--- config.mk ---
export PLATFORM = sky130hd
export DESIGN_NAME = midi_stream_decoder
export DESIGN_NICKNAME = d
export VERILOG_FILES = /design/src/rtl/midi_stream_decoder_pkg.sv /design/src/rtl/midi_fifo.sv /design/src/rtl/midi_stream_decoder.sv
export SDC_FILE = /design/constraint.sdc
export NUM_CORES = 1
export LEC_CHECK = 0
export CAP_MARGIN = 5
export CORE_MARGIN = 2
export CORE_UTILIZATION = 40
export DETAILED_ROUTE_END_ITERATION = 8
export PLACE_DENSITY_LB_ADDON = 0.25
export SKIP_CTS_REPAIR_TIMING = 1
export SLEW_MARGIN = 10
export SYNTH_ARGS = -nofsm -noshare
export SYNTH_HDL_FRONTEND = slang
export SYNTH_HIERARCHICAL = 1
export SYNTH_SLANG_ARGS = --single-unit
--- constraint.sdc ---
create_clock -name clk -period 3.2 [get_ports clk]
set_clock_uncertainty 0.15 [all_clocks]
set_input_delay 0.8 -clock clk [delete_from_list [all_inputs] [get_ports clk]]
set_output_delay 0.8 -clock clk [all_outputs]
set_load 0.005 [all_outputs]
--- src/rtl/midi_stream_decoder_pkg.sv ---
// -----------------------------------------------------------------------------
// midi_stream_decoder_pkg
// Shared types and constants for the MIDI byte-stream decoder:
//   - command encodings carried in status[6:4]
//   - named status bytes (SysEx framing, system common, realtime)
//   - parser state encoding
//   - decoded message record as stored in the output FIFO
// -----------------------------------------------------------------------------
package midi_stream_decoder_pkg;

  localparam int MIDI_CMD_SIZE = 2;

  typedef enum logic [MIDI_CMD_SIZE:0] {
    CMD_NOTE_OFF = 3'd0,
    CMD_NOTE_ON  = 3'd1,
    CMD_POLY_AT  = 3'd2,
    CMD_CC       = 3'd3,
    CMD_PROG     = 3'd4,
    CMD_CH_AT    = 3'd5,
    CMD_PITCH    = 3'd6,
    CMD_SYS      = 3'd7
  } midi_cmd_e;

  // System common
  localparam logic [7:0] ST_SYSEX_START = 8'hF0;
  localparam logic [7:0] ST_MTC_QFRAME  = 8'hF1;
  localparam logic [7:0] ST_SONG_POS    = 8'hF2;
  localparam logic [7:0] ST_SONG_SEL    = 8'hF3;
  localparam logic [7:0] ST_TUNE_REQ    = 8'hF6;
  localparam logic [7:0] ST_SYSEX_END   = 8'hF7;

  // Realtime
  localparam logic [7:0] ST_TIMING_CLK  = 8'hF8;
  localparam logic [7:0] ST_START       = 8'hFA;
  localparam logic [7:0] ST_CONT        = 8'hFB;
  localparam logic [7:0] ST_STOP        = 8'hFC;
  localparam logic [7:0] ST_ACT_SENSE   = 8'hFE;
  localparam logic [7:0] ST_SYS_RESET   = 8'hFF;

  typedef enum logic [1:0] {
    PS_IDLE  = 2'd0,
    PS_DATA0 = 2'd1,
    PS_DATA1 = 2'd2,
    PS_SYSEX = 2'd3
  } parse_state_e;

  typedef struct packed {
    logic [MIDI_CMD_SIZE:0] cmd;
    logic [3:0]             ch_sysn;
    logic [6:0]             data0;
    logic [6:0]             data1;
  } midi_msg_t;

  localparam int MSG_W = $bits(midi_msg_t);

  // Data bytes expected after a channel-voice status.
  function automatic logic [1:0] channel_need(input logic [2:0] cmd);
    return (cmd == CMD_PROG || cmd == CMD_CH_AT) ? 2'd1 : 2'd2;
  endfunction

  // F9 and FD are undefined realtime codes and are never forwarded.
  function automatic logic rt_defined(input logic [7:0] b);
    return (b != 8'hF9) && (b != 8'hFD);
  endfunction

  // The status byte always has bit 7 set, so only bits 6:0 are carried.
  function automatic midi_msg_t make_msg(input logic [6:0] st,
                                         input logic [6:0] d0,
                                         input logic [6:0] d1);
    midi_msg_t m;
    m.cmd     = st[6:4];
    m.ch_sysn = st[3:0];
    m.data0   = d0;
    m.data1   = d1;
    return m;
  endfunction

endpackage

--- src/rtl/midi_fifo.sv ---
// -----------------------------------------------------------------------------
// midi_fifo
// Synchronous first-word-fall-through FIFO with a registered head.
//   clk, rst_n   : clock, asynchronous active-low reset
//   i_push/i_data: write request and entry
//   i_pop        : read request, ignored while empty
//   o_data       : registered head entry; holds its value while empty
//   o_empty      : no entry available
//   o_overflow   : one-cycle pulse when a push was dropped (full, no pop)
// Pointers carry one extra MSB so full and empty are distinguishable.
// -----------------------------------------------------------------------------
module midi_fifo #(
  parameter int WIDTH = 21,
  parameter int DEPTH = 4
) (
  input  logic             clk,
  input  logic             rst_n,
  input  logic             i_push,
  input  logic [WIDTH-1:0] i_data,
  input  logic             i_pop,
  output logic [WIDTH-1:0] o_data,
  output logic             o_empty,
  output logic             o_overflow
);

  localparam int AW = $clog2(DEPTH);

  logic [WIDTH-1:0] r_mem [DEPTH];
  logic [AW:0]      r_wr_ptr;
  logic [AW:0]      r_rd_ptr;
  logic [WIDTH-1:0] r_head;
  logic             r_overflow;

  logic             w_empty;
  logic             w_full;
  logic             w_pop;
  logic             w_push;
  logic             w_drop;
  logic [AW:0]      w_count;
  logic [AW-1:0]    w_rd_next_idx;

  assign w_empty       = (r_wr_ptr == r_rd_ptr);
  assign w_full        = (r_wr_ptr[AW] != r_rd_ptr[AW]) &&
                         (r_wr_ptr[AW-1:0] == r_rd_ptr[AW-1:0]);
  assign w_pop         = i_pop && !w_empty;
  // A pop in the same cycle frees the slot, so a push into a full FIFO is kept.
  assign w_push        = i_push && (!w_full || w_pop);
  assign w_drop        = i_push && w_full && !w_pop;
  assign w_count       = r_wr_ptr - r_rd_ptr;
  assign w_rd_next_idx = r_rd_ptr[AW-1:0] + AW'(1);

  // NOTE: storage has no reset; only the head register is ever visible, and
  // it is reset, so clearing the array would only cost reset fan-out.
  always_ff @(posedge clk) begin
    if (w_push) r_mem[r_wr_ptr[AW-1:0]] <= i_data;
  end

  // NOTE: all sequential state uses non-blocking assignments so every
  // register samples pre-edge values regardless of statement order.
  always_ff @(posedge clk or negedge rst_n) begin
    if (!rst_n) begin
      r_wr_ptr   <= '0;
      r_rd_ptr   <= '0;
      r_head     <= '0;
      r_overflow <= 1'b0;
    end else begin
      r_overflow <= w_drop;
      if (w_push) r_wr_ptr <= r_wr_ptr + (AW+1)'(1);
      if (w_pop)  r_rd_ptr <= r_rd_ptr + (AW+1)'(1);
      // Head tracks mem[rd_ptr]: load the incoming entry when it becomes the
      // head, otherwise the next stored entry on a pop that leaves data behind.
      if (w_push && (w_empty || (w_pop && w_count == (AW+1)'(1))))
        r_head <= i_data;
      else if (w_pop && w_count != (AW+1)'(1))
        r_head <= r_mem[w_rd_next_idx];
    end
  end

  assign o_data     = r_head;
  assign o_empty    = w_empty;
  assign o_overflow = r_overflow;

endmodule

--- src/rtl/midi_stream_decoder.sv ---
// -----------------------------------------------------------------------------
// midi_stream_decoder
// MIDI byte-stream parser with running status, realtime interleaving, SysEx
// skipping and per-channel filtering; decoded messages queue in a FWFT FIFO.
//   clk, reset          : clock, asynchronous active-low reset
//   dataInReady, dataIn : received-byte strobe and byte
//   midi_rdy, midi_ack  : FIFO head valid / consumer pop
//   midi_cmd            : status[6:4] (7 = system message)
//   midi_ch_sysn        : status[3:0], channel or system sub-code
//   midi_data0/1        : data bytes, 0 when unused
//   overflow            : pulse when a completed message found the FIFO full
// -----------------------------------------------------------------------------
module midi_stream_decoder
  import midi_stream_decoder_pkg::*;
#(
  parameter logic [15:0] CH_MASK       = 16'hFFFF,
  parameter int          FIFO_DEPTH    = 4,
  parameter bit          PASS_REALTIME = 1'b1
) (
  input  logic                   clk,
  input  logic                   reset,
  input  logic                   dataInReady,
  input  logic [7:0]             dataIn,
  output logic                   midi_rdy,
  input  logic                   midi_ack,
  output logic [MIDI_CMD_SIZE:0] midi_cmd,
  output logic [3:0]             midi_ch_sysn,
  output logic [6:0]             midi_data0,
  output logic [6:0]             midi_data1,
  output logic                   overflow
);

  parse_state_e r_state;
  logic         r_rs_valid;   // running status usable for a new message
  logic [6:0]   r_status;     // status of the message being assembled
  logic [1:0]   r_need;
  logic [6:0]   r_d0;
  logic         r_push;
  midi_msg_t    r_push_msg;

  logic [6:0]   w_data;
  logic         w_data_taken;
  logic         w_complete;
  midi_msg_t    w_done_msg;
  midi_msg_t    w_head;
  logic         w_empty;

  // System messages bypass the channel mask.
  function automatic logic emit_ok(input logic [6:0] st);
    return (st[6:4] != CMD_SYS) ? CH_MASK[st[3:0]] : 1'b1;
  endfunction

  assign w_data = dataIn[6:0];

  // NOTE: every output of this block gets a default first, so no path can
  // leave one unassigned and infer a latch.
  always_comb begin
    w_data_taken = 1'b0;
    w_complete   = 1'b0;
    w_done_msg   = '0;
    if (dataInReady && !dataIn[7]) begin
      // IDLE with running status acts as DATA0 of a repeated message.
      w_data_taken = (r_state == PS_DATA0) || (r_state == PS_IDLE && r_rs_valid);
      if (r_state == PS_DATA1) begin
        w_complete = 1'b1;
        w_done_msg = make_msg(r_status, r_d0, w_data);
      end else if (w_data_taken && r_need == 2'd1) begin
        w_complete = 1'b1;
        w_done_msg = make_msg(r_status, w_data, 7'd0);
      end
    end
  end

  always_ff @(posedge clk or negedge reset) begin
    if (!reset) begin
      r_state    <= PS_IDLE;
      r_rs_valid <= 1'b0;
      r_status   <= '0;
      r_need     <= '0;
      r_d0       <= '0;
      r_push     <= 1'b0;
      r_push_msg <= '0;
    end else begin
      r_push <= 1'b0;
      if (dataInReady) begin
        if (dataIn[7:3] == 5'b11111) begin
          // Realtime leaves all parser state untouched.
          if (PASS_REALTIME && rt_defined(dataIn)) begin
            r_push     <= 1'b1;
            r_push_msg <= make_msg(dataIn[6:0], 7'd0, 7'd0);
          end
        end else if (dataIn[7]) begin
          // Any non-realtime status also ends SysEx and aborts a partial message.
          r_status <= dataIn[6:0];
          if (dataIn[6:4] != CMD_SYS) begin
            r_rs_valid <= 1'b1;
            r_need     <= channel_need(dataIn[6:4]);
            r_state    <= PS_DATA0;
          end else begin
            r_rs_valid <= 1'b0;
            case (dataIn)
              ST_SYSEX_START: r_state <= PS_SYSEX;
              ST_MTC_QFRAME, ST_SONG_SEL: begin
                r_need  <= 2'd1;
                r_state <= PS_DATA0;
              end
              ST_SONG_POS: begin
                r_need  <= 2'd2;
                r_state <= PS_DATA0;
              end
              ST_TUNE_REQ: begin
                r_push     <= 1'b1;
                r_push_msg <= make_msg(dataIn[6:0], 7'd0, 7'd0);
                r_state    <= PS_IDLE;
              end
              default: r_state <= PS_IDLE;  // F4, F5, stray F7
            endcase
          end
        end else if (w_complete) begin
          r_state <= PS_IDLE;
          if (emit_ok(r_status)) begin
            r_push     <= 1'b1;
            r_push_msg <= w_done_msg;
          end
        end else if (w_data_taken) begin
          r_d0    <= w_data;
          r_state <= PS_DATA1;
        end
        // Data bytes in SYSEX, or in IDLE without running status, are dropped.
      end
    end
  end

  midi_fifo #(
    .WIDTH (MSG_W),
    .DEPTH (FIFO_DEPTH)
  ) u_fifo (
    .clk        (clk),
    .rst_n      (reset),
    .i_push     (r_push),
    .i_data     (r_push_msg),
    .i_pop      (midi_ack),
    .o_data     (w_head),
    .o_empty    (w_empty),
    .o_overflow (overflow)
  );

  assign midi_rdy     = !w_empty;
  assign midi_cmd     = w_head.cmd;
  assign midi_ch_sysn = w_head.ch_sysn;
  assign midi_data0   = w_head.data0;
  assign midi_data1   = w_head.data1;

endmodule
Yosys cells after proc, flatten, opt, wreduce, memory -nomap -nowiden

Memory sizes are Yosys's and may differ from the RTL's.
Index checks and enable logic that the tools add are counted.

Bits in registers: 69
Memory bits (writable): 84
Bits in read-only memories: 16
Input port bits: 12
Output and inout bits: 23
Memories: 2

Memory list:

| name             | depth | width | read ports | clocked after memory_dff | wr ports | line                      | RTL |
|---|---|---|---|---|---|---|---|
| u_fifo.r_mem     | 4     | 21    | 1          | 0                        | 1        | midi_fifo.sv:28           | `logic [WIDTH-1:0] r_mem [DEPTH];` |
| (name not given) | 16    | 1     | 1          | 0                        | 0        | midi_stream_decoder.sv:50 | `return (st[6:4] != CMD_SYS) ? CH_MASK[st[3:0]] : 1'b1;` |

Add/sub/neg operators: 4
Magnitude comparators: 1
Eq/ne operators: 23
Multiplexer cells: 37
Bitwise operators: 3
Reductions and logical operators: 33

Operators by type and width:

| operator            | number |
|---|---|
| $mux 21             | 12 |
| $eq 8x8->1 const B  | 5 |
| $mux 1              | 17 |
| $ne 8x8->1 const B  | 2 |
| $logic_and 1x1->1   | 12 |
| $mux 2              | 6 |
| $reduce_bool 3->1   | 4 |
| $ne 3x3->1 const B  | 3 |
| $pmux 2 s2          | 2 |
| $add 3x1->3 const B | 2 |
| $eq 3x3->1 const B  | 2 |
| $ne 3x1->1 const B  | 2 |
| $reduce_and 3->1    | 2 |
| $reduce_and 6->1    | 1 |
| $eq 5x5->1 const B  | 1 |
| $lt 4x5->1 const B  | 1 |
| $reduce_and 5->1    | 1 |
| $eq 2x1->1 const B  | 2 |
| $logic_not 1->1     | 4 |
| $logic_or 1x1->1    | 4 |
| $reduce_and 4->1    | 1 |
| $eq 3x1->1 const B  | 1 |
| $eq 3x3->1          | 1 |
| $not 1->1           | 3 |
| 10 further kinds    | 10 |

Longest topological paths before layout

Gate-level depths: netlist (run 1).

Word-level depth: 11
Mapped depth: 8

Modules after synthesis

The synthesis (run 1) kept the hierarchy.

By module, submodules not included:

| module              | instances | cells an instance | area each (um2) |
|---|---|---|---|
| midi_fifo           | 1         | 220               | 4,679.5 |
| midi_stream_decoder | 1         | 141               | 1,844.3 |

Worst setup path after synthesis (run 1)

No wires, ideal clock.

Path kind: register -> register
Start point: register u_fifo.r_wr_ptr[0]
End point: register u_fifo.r_head[0] (netlist: u_fifo/o_data[0])
Arrival time: 2.294 ns
Required time: 2.925 ns
Slack: 0.631 ns
Cell stages (with the launch flop): 9
Period minus slack after synthesis: 2.569 ns
Cells stage by stage: dfrtp_1 inv_1 ha_1 fa_1 xnor3_1 a221o_2 buf_6 mux2_4 mux2_4

Longest elaborated chain between the ends: 7

Ends and longest elaborated chain:

| item                                                | line            | RTL |
|---|---|---|
| start, declared                                     | midi_fifo.sv:29 | `logic [AW:0] r_wr_ptr;` |
| start signal, assigned                              | midi_fifo.sv:68 | `if (w_push) r_wr_ptr <= r_wr_ptr + (AW+1)'(1);` |
| branches (longest 7 deep; another with $sub 3x3->3) | n/a             |  |
| end signal, assigned                                | midi_fifo.sv:73 | `r_head <= i_data;` |
| end signal, assigned                                | midi_fifo.sv:75 | `r_head <= r_mem[w_rd_next_idx];` |
| end, declared                                       | midi_fifo.sv:31 | `logic [WIDTH-1:0] r_head;` |

Several ways; the timed one is not identified.
A chain may end at the register's enable or synchronous reset.

Worst setup path in the final report (run 1)

Start point: register u_fifo.r_wr_ptr[0]
End point: output midi_rdy

Longest elaborated chain between the ends: 2

Ends and longest elaborated chain:

| item            | line                       | RTL |
|---|---|---|
| $eq 3x3->1      | midi_fifo.sv:42            | `assign w_empty = (r_wr_ptr == r_rd_ptr);` |
| via w_empty     | midi_stream_decoder.sv:46  | `logic w_empty;` |
| $logic_not 1->1 | midi_stream_decoder.sv:148 | `assign midi_rdy = !w_empty;` |
| end, declared   | midi_stream_decoder.sv:24  | `output logic midi_rdy,` |

The timed path passes the listed nets, and every way through them passes these cells.

==> qor.txt, run 1 <==
Status -> finished clean
Clock share of power -> 23.9%
CP dominant cell by count -> inv_1
Simple-gate portion of the synthesized area -> 3.874%
Layout cells sized above 1 -> 30.30%
Library cells used by synthesis -> 45
CP max stage cell -> clkdlybuf4s50_1
Initial Util -> 41.07%
Async SR Flop Fraction -> 45.10%
Peak supply drop -> 526.7 uV
Clock buffer depth -> 2
CTS tree -> built
Compound-gate portion of the synthesized area -> 5.370%
Tot Pwr -> 0.007498 W
Clock sink count -> 153
Fmax -> 329.4 MHz
Max incr delay on CP -> 0.49 ns
Synth area leaders -> edfxtp_1, dfrtp_1, mux2_4
GRT Total Usage -> 15.44%
Final nets -> 436
Sw power -> 0.002053 W
Grt total ovfl -> 0
Post-synth EDFFs -> 84
Share of power burned in registers -> 40.4%
IO Pins -> 35
RSZ-0062 raised after global routing -> false
Hold/Removal Path Class -> reg -> reg
# DRC -> 0
Synth Area in XOR/XNOR -> 1.016%
Mapped Area -> 6524 um^2
Period utilization -> 94.86%
Pwr Density -> 971.1 nW/um^2
Die area -> 17350 um^2
Area Growth Syn to Fin -> 18.35%
Max Slew Vio Count -> 0
CTS clock-pin slew for the worst setup and hold paths -> 0.06 ns
Hold Path Sink -> r_d0[3]$_DFFE_PN0P_
Post-Synthesis Cells -> 361
Dpl hpwl -> 7309 um
Crit Path Class -> reg -> out
Vias per cell -> 5.166
First DRT Iteration DRCs -> 239
Setup violations, final -> 0
CP startpoint kind -> register
Synth Register Bits -> 153
Worst path required time -> 2.25 ns
Chip Width -> 131.7 um
Reg2Reg Depth -> 8
Via count -> 3332
Initial antenna violation count -> 0
Largest family of logic cells by synthesized area -> multiplexers
H-tree levels -> 4
Fill cells -> 1353
Row count -> 46
Largest net degree at the start of global routing -> 70
Vias in the first global route -> 3511
# port buffers -> 34
Reg2reg start -> u_fifo/r_wr_ptr[0]$_DFFE_PN0P_
R2r setup slk -> 0.35 ns
Hold Startpoint -> r_d0[3]$_DFFE_PN0P_
Worst-path cell chain -> inv_1 -> ha_1 -> and2_1 -> nand2_2 -> inv_1 -> inv_1 -> clkdlybuf4s50_1
Sw frac -> 27.38%
Slew margin rel. -> 38.84%
Worst-skew pair later-pin latency -> 0.42 ns
Routed WL -> 12340 um
Fin crit period -> 3.036 ns
Drt pass-1 iters -> 4
Root buffer cell -> clkbuf_16
Synth Area in Adders -> 1.649%
Mux share of post-synthesis cell area -> 20.92%
Bufs and invs on worst path -> 4
Worst-Margin Slew -> 0.9175 ns
Hold Path Depth -> 1
Static Leak -> 3.057 nW
Crit path max-delay family -> buffers and inverters
Worst Setup End Kind -> output pin
Mapped Nets -> 381
Yosys warns -> 6
Die height -> 131.7 um
Diode count -> 0
Core Footprint -> 15890 um^2
Comb power frac -> 35.7%
Routed WL per cell -> 19.13 um
Dpl ws -> 0.2517 ns
Final setup TNS -> 0 ns
Post-synthesis sequential area ratio -> 65.13%
First-pass GRT wire length -> 19920 um
MaxCap Viol Count -> 0
Antenna viol nets, final -> 0
Int Pwr -> 0.005445 W
Post-synth top area share -> 38.67%
Total CTS buffers -> 17
Syn Area/Cell -> 18.07 um^2
Final hold vios -> 0
PnR worst setup slack -> 0.1645 ns
Reg2reg end -> u_fifo/o_data[10]$_DFFE_PN0P_
Crit path DAT -> 2.09 ns
Final RePlAce weighted congestion -> 0.7736
Leading area contributor after synthesis -> edfxtp_1
Dominant synthesized flop cell -> edfxtp_1
Max FO, Critical Path -> 4
stage by stage:
stage	instances	hold slack (ns)	area, um^2	util [%]
2_1_floorplan	361	0.3221	6524	-
3_3_place_gp	613	0.3294	7197	45.31
3_5_place_dp	613	0.3377	7197	45.31
4_1_cts	645	0.3506	7719	48.59
5_1_grt	645	0.3608	7721	48.61
6_report	645	0.3482	7721	48.61
power groups by stage:
| stage | Sequential (W) | Clock, W | Combinational, W |
|---|---|---|---|
| 3_5_place_dp | 0.00307 | 0 | 0.00270 |
| 2_1_floorplan | 0.00296 | 0 | 0.00203 |
| 6_report | 0.00303 | 0.00179 | 0.00268 |
| 5_1_grt | 0.00310 | 0.00193 | 0.00291 |
| 3_3_place_gp | 0.00304 | 0 | 0.00266 |
| 4_1_cts | 0.00304 | 0.00184 | 0.00271 |
area by class of cell:
cell class,instances,area (um^2),area share [%]
sequential,153,4249,55.03
multi-input combinational,183,2145,27.78
timing repair buffer,53,505.5,6.547
clock buffer,27,473.0,6.125
tap,216,270.3,3.500
clock inverter,5,48.80,0.6320
inverter,8,30.03,0.3889
cells by family (layout without fill, tap and decap cells):
family / count (synthesis) / count (layout)
adders and majority gates: 8 / 8
buffers and inverters: 25 / 93
and+or+nand+nor: 42 / 42
muxes: 87 / 87
AOI/OAI and AO/OA: 40 / 40
xor gates and xnor gates: 6 / 6
DFF: 153 / 153
worst register-to-register path, cell delays in order, from the launching register on:
cell     delay [ns]
dfrtp_1        0.37
inv_1          0.10
ha_1           0.22
fa_1           0.39
xnor3_1        0.22
a221o_2        0.38
buf_4          0.29
mux2_4         0.37
mux2_4         0.25
state kept, by name, indices dropped and copies added, names as in the netlist:
| register | flops |
|---|---|
| u_fifo/r_rd_ptr | 3 |
| r_status | 7 |
| r_rs_valid | 1 |
| r_push_msg | 21 |
| r_push | 1 |
| u_fifo/r_mem | 84 |
| u_fifo/o_data | 21 |
| r_state | 2 |
| r_d0 | 7 |
| r_need | 2 |
| u_fifo/r_wr_ptr | 3 |
| u_fifo/o_overflow | 1 |
Yosys cell counts (all sizes together), types with 2 or more instances:
cell type / n
inv: 8
a22o: 14
clkbuf: 6
xnor2: 4
nor2: 5
mux2: 65
a21oi: 3
nand3b: 2
dfrtp: 69
o41ai: 2
nor2b: 2
a31oi: 3
nor4b: 2
nand3: 2
mux4: 21
and2: 12
ha: 7
nand2: 7
nand2b: 3
buf: 11
a221o: 8
edfxtp: 84
o21ai: 5
layer usage:
layer	up-vias	global-route usage (%)	share of wire, %
met5	-	0	0
met4	0	6.280	2.2
met3	19	4.205	3.1
met2	51	24.96	50
met1	1740	19.83	45
li1	1522	-	-
worst max path at each step:
| stage | from | end | slack, ns | depth (start not counted) |
|---|---|---|---|---|
| floorplan | u_fifo/r_wr_ptr[0]$_DFFE_PN0P_ | u_fifo/o_data[0]$_DFFE_PN0P_ | 0.63 | 8 |
| global placement | dataIn[6] | r_need[0]$_DFFE_PN0P_ | 0.29 | 6 |
| detailed placement | dataIn[7] | r_push_msg[15]$_DFFE_PN0P_ | 0.25 | 6 |
| CTS | u_fifo/r_wr_ptr[0]$_DFFE_PN0P_ | midi_rdy | 0.10 | 7 |
| global route | u_fifo/r_wr_ptr[0]$_DFFE_PN0P_ | midi_rdy | 0.01 | 7 |
| finish | u_fifo/r_wr_ptr[0]$_DFFE_PN0P_ | midi_rdy | 0.16 | 7 |
layout by cell type, fill, tap and decap left out, types with 2 or more instances in the layout:
cell / netlist / layout
a21oi_1: 3 / 3
a221o_1: 7 / 7
a22o_1: 14 / 14
a31oi_1: 3 / 3
and2_1: 12 / 12
buf_12: 0 / 2
buf_4: 0 / 18
clkbuf_1: 6 / 9
clkbuf_16: 0 / 17
clkdlybuf4s50_1: 0 / 33
clkinv_2: 0 / 3
dfrtp_1: 69 / 69
edfxtp_1: 84 / 84
ha_1: 7 / 7
inv_1: 8 / 8
mux2_1: 5 / 5
mux2_2: 20 / 20
mux2_4: 40 / 40
mux4_2: 21 / 21
nand2_1: 7 / 6
nand2b_1: 3 / 3
nand3_1: 2 / 2
nand3b_1: 2 / 2
nor2_1: 4 / 4
nor2b_1: 2 / 2
nor4b_1: 2 / 2
o21ai_0: 4 / 4
o41ai_2: 2 / 2
xnor2_1: 4 / 4
(Power assumes the default switching activity.)
==> run 2: changes to the inputs <==
--- a/config.mk
+++ b/config.mk
@@ -16,3 +16,4 @@
 export SYNTH_HDL_FRONTEND = slang
 export SYNTH_HIERARCHICAL = 1
 export SYNTH_SLANG_ARGS = --single-unit
+export TNS_END_PERCENT = 100
==> results of run 2 <==
The final DEF is identical to that of run 1; final timing and power are the same.
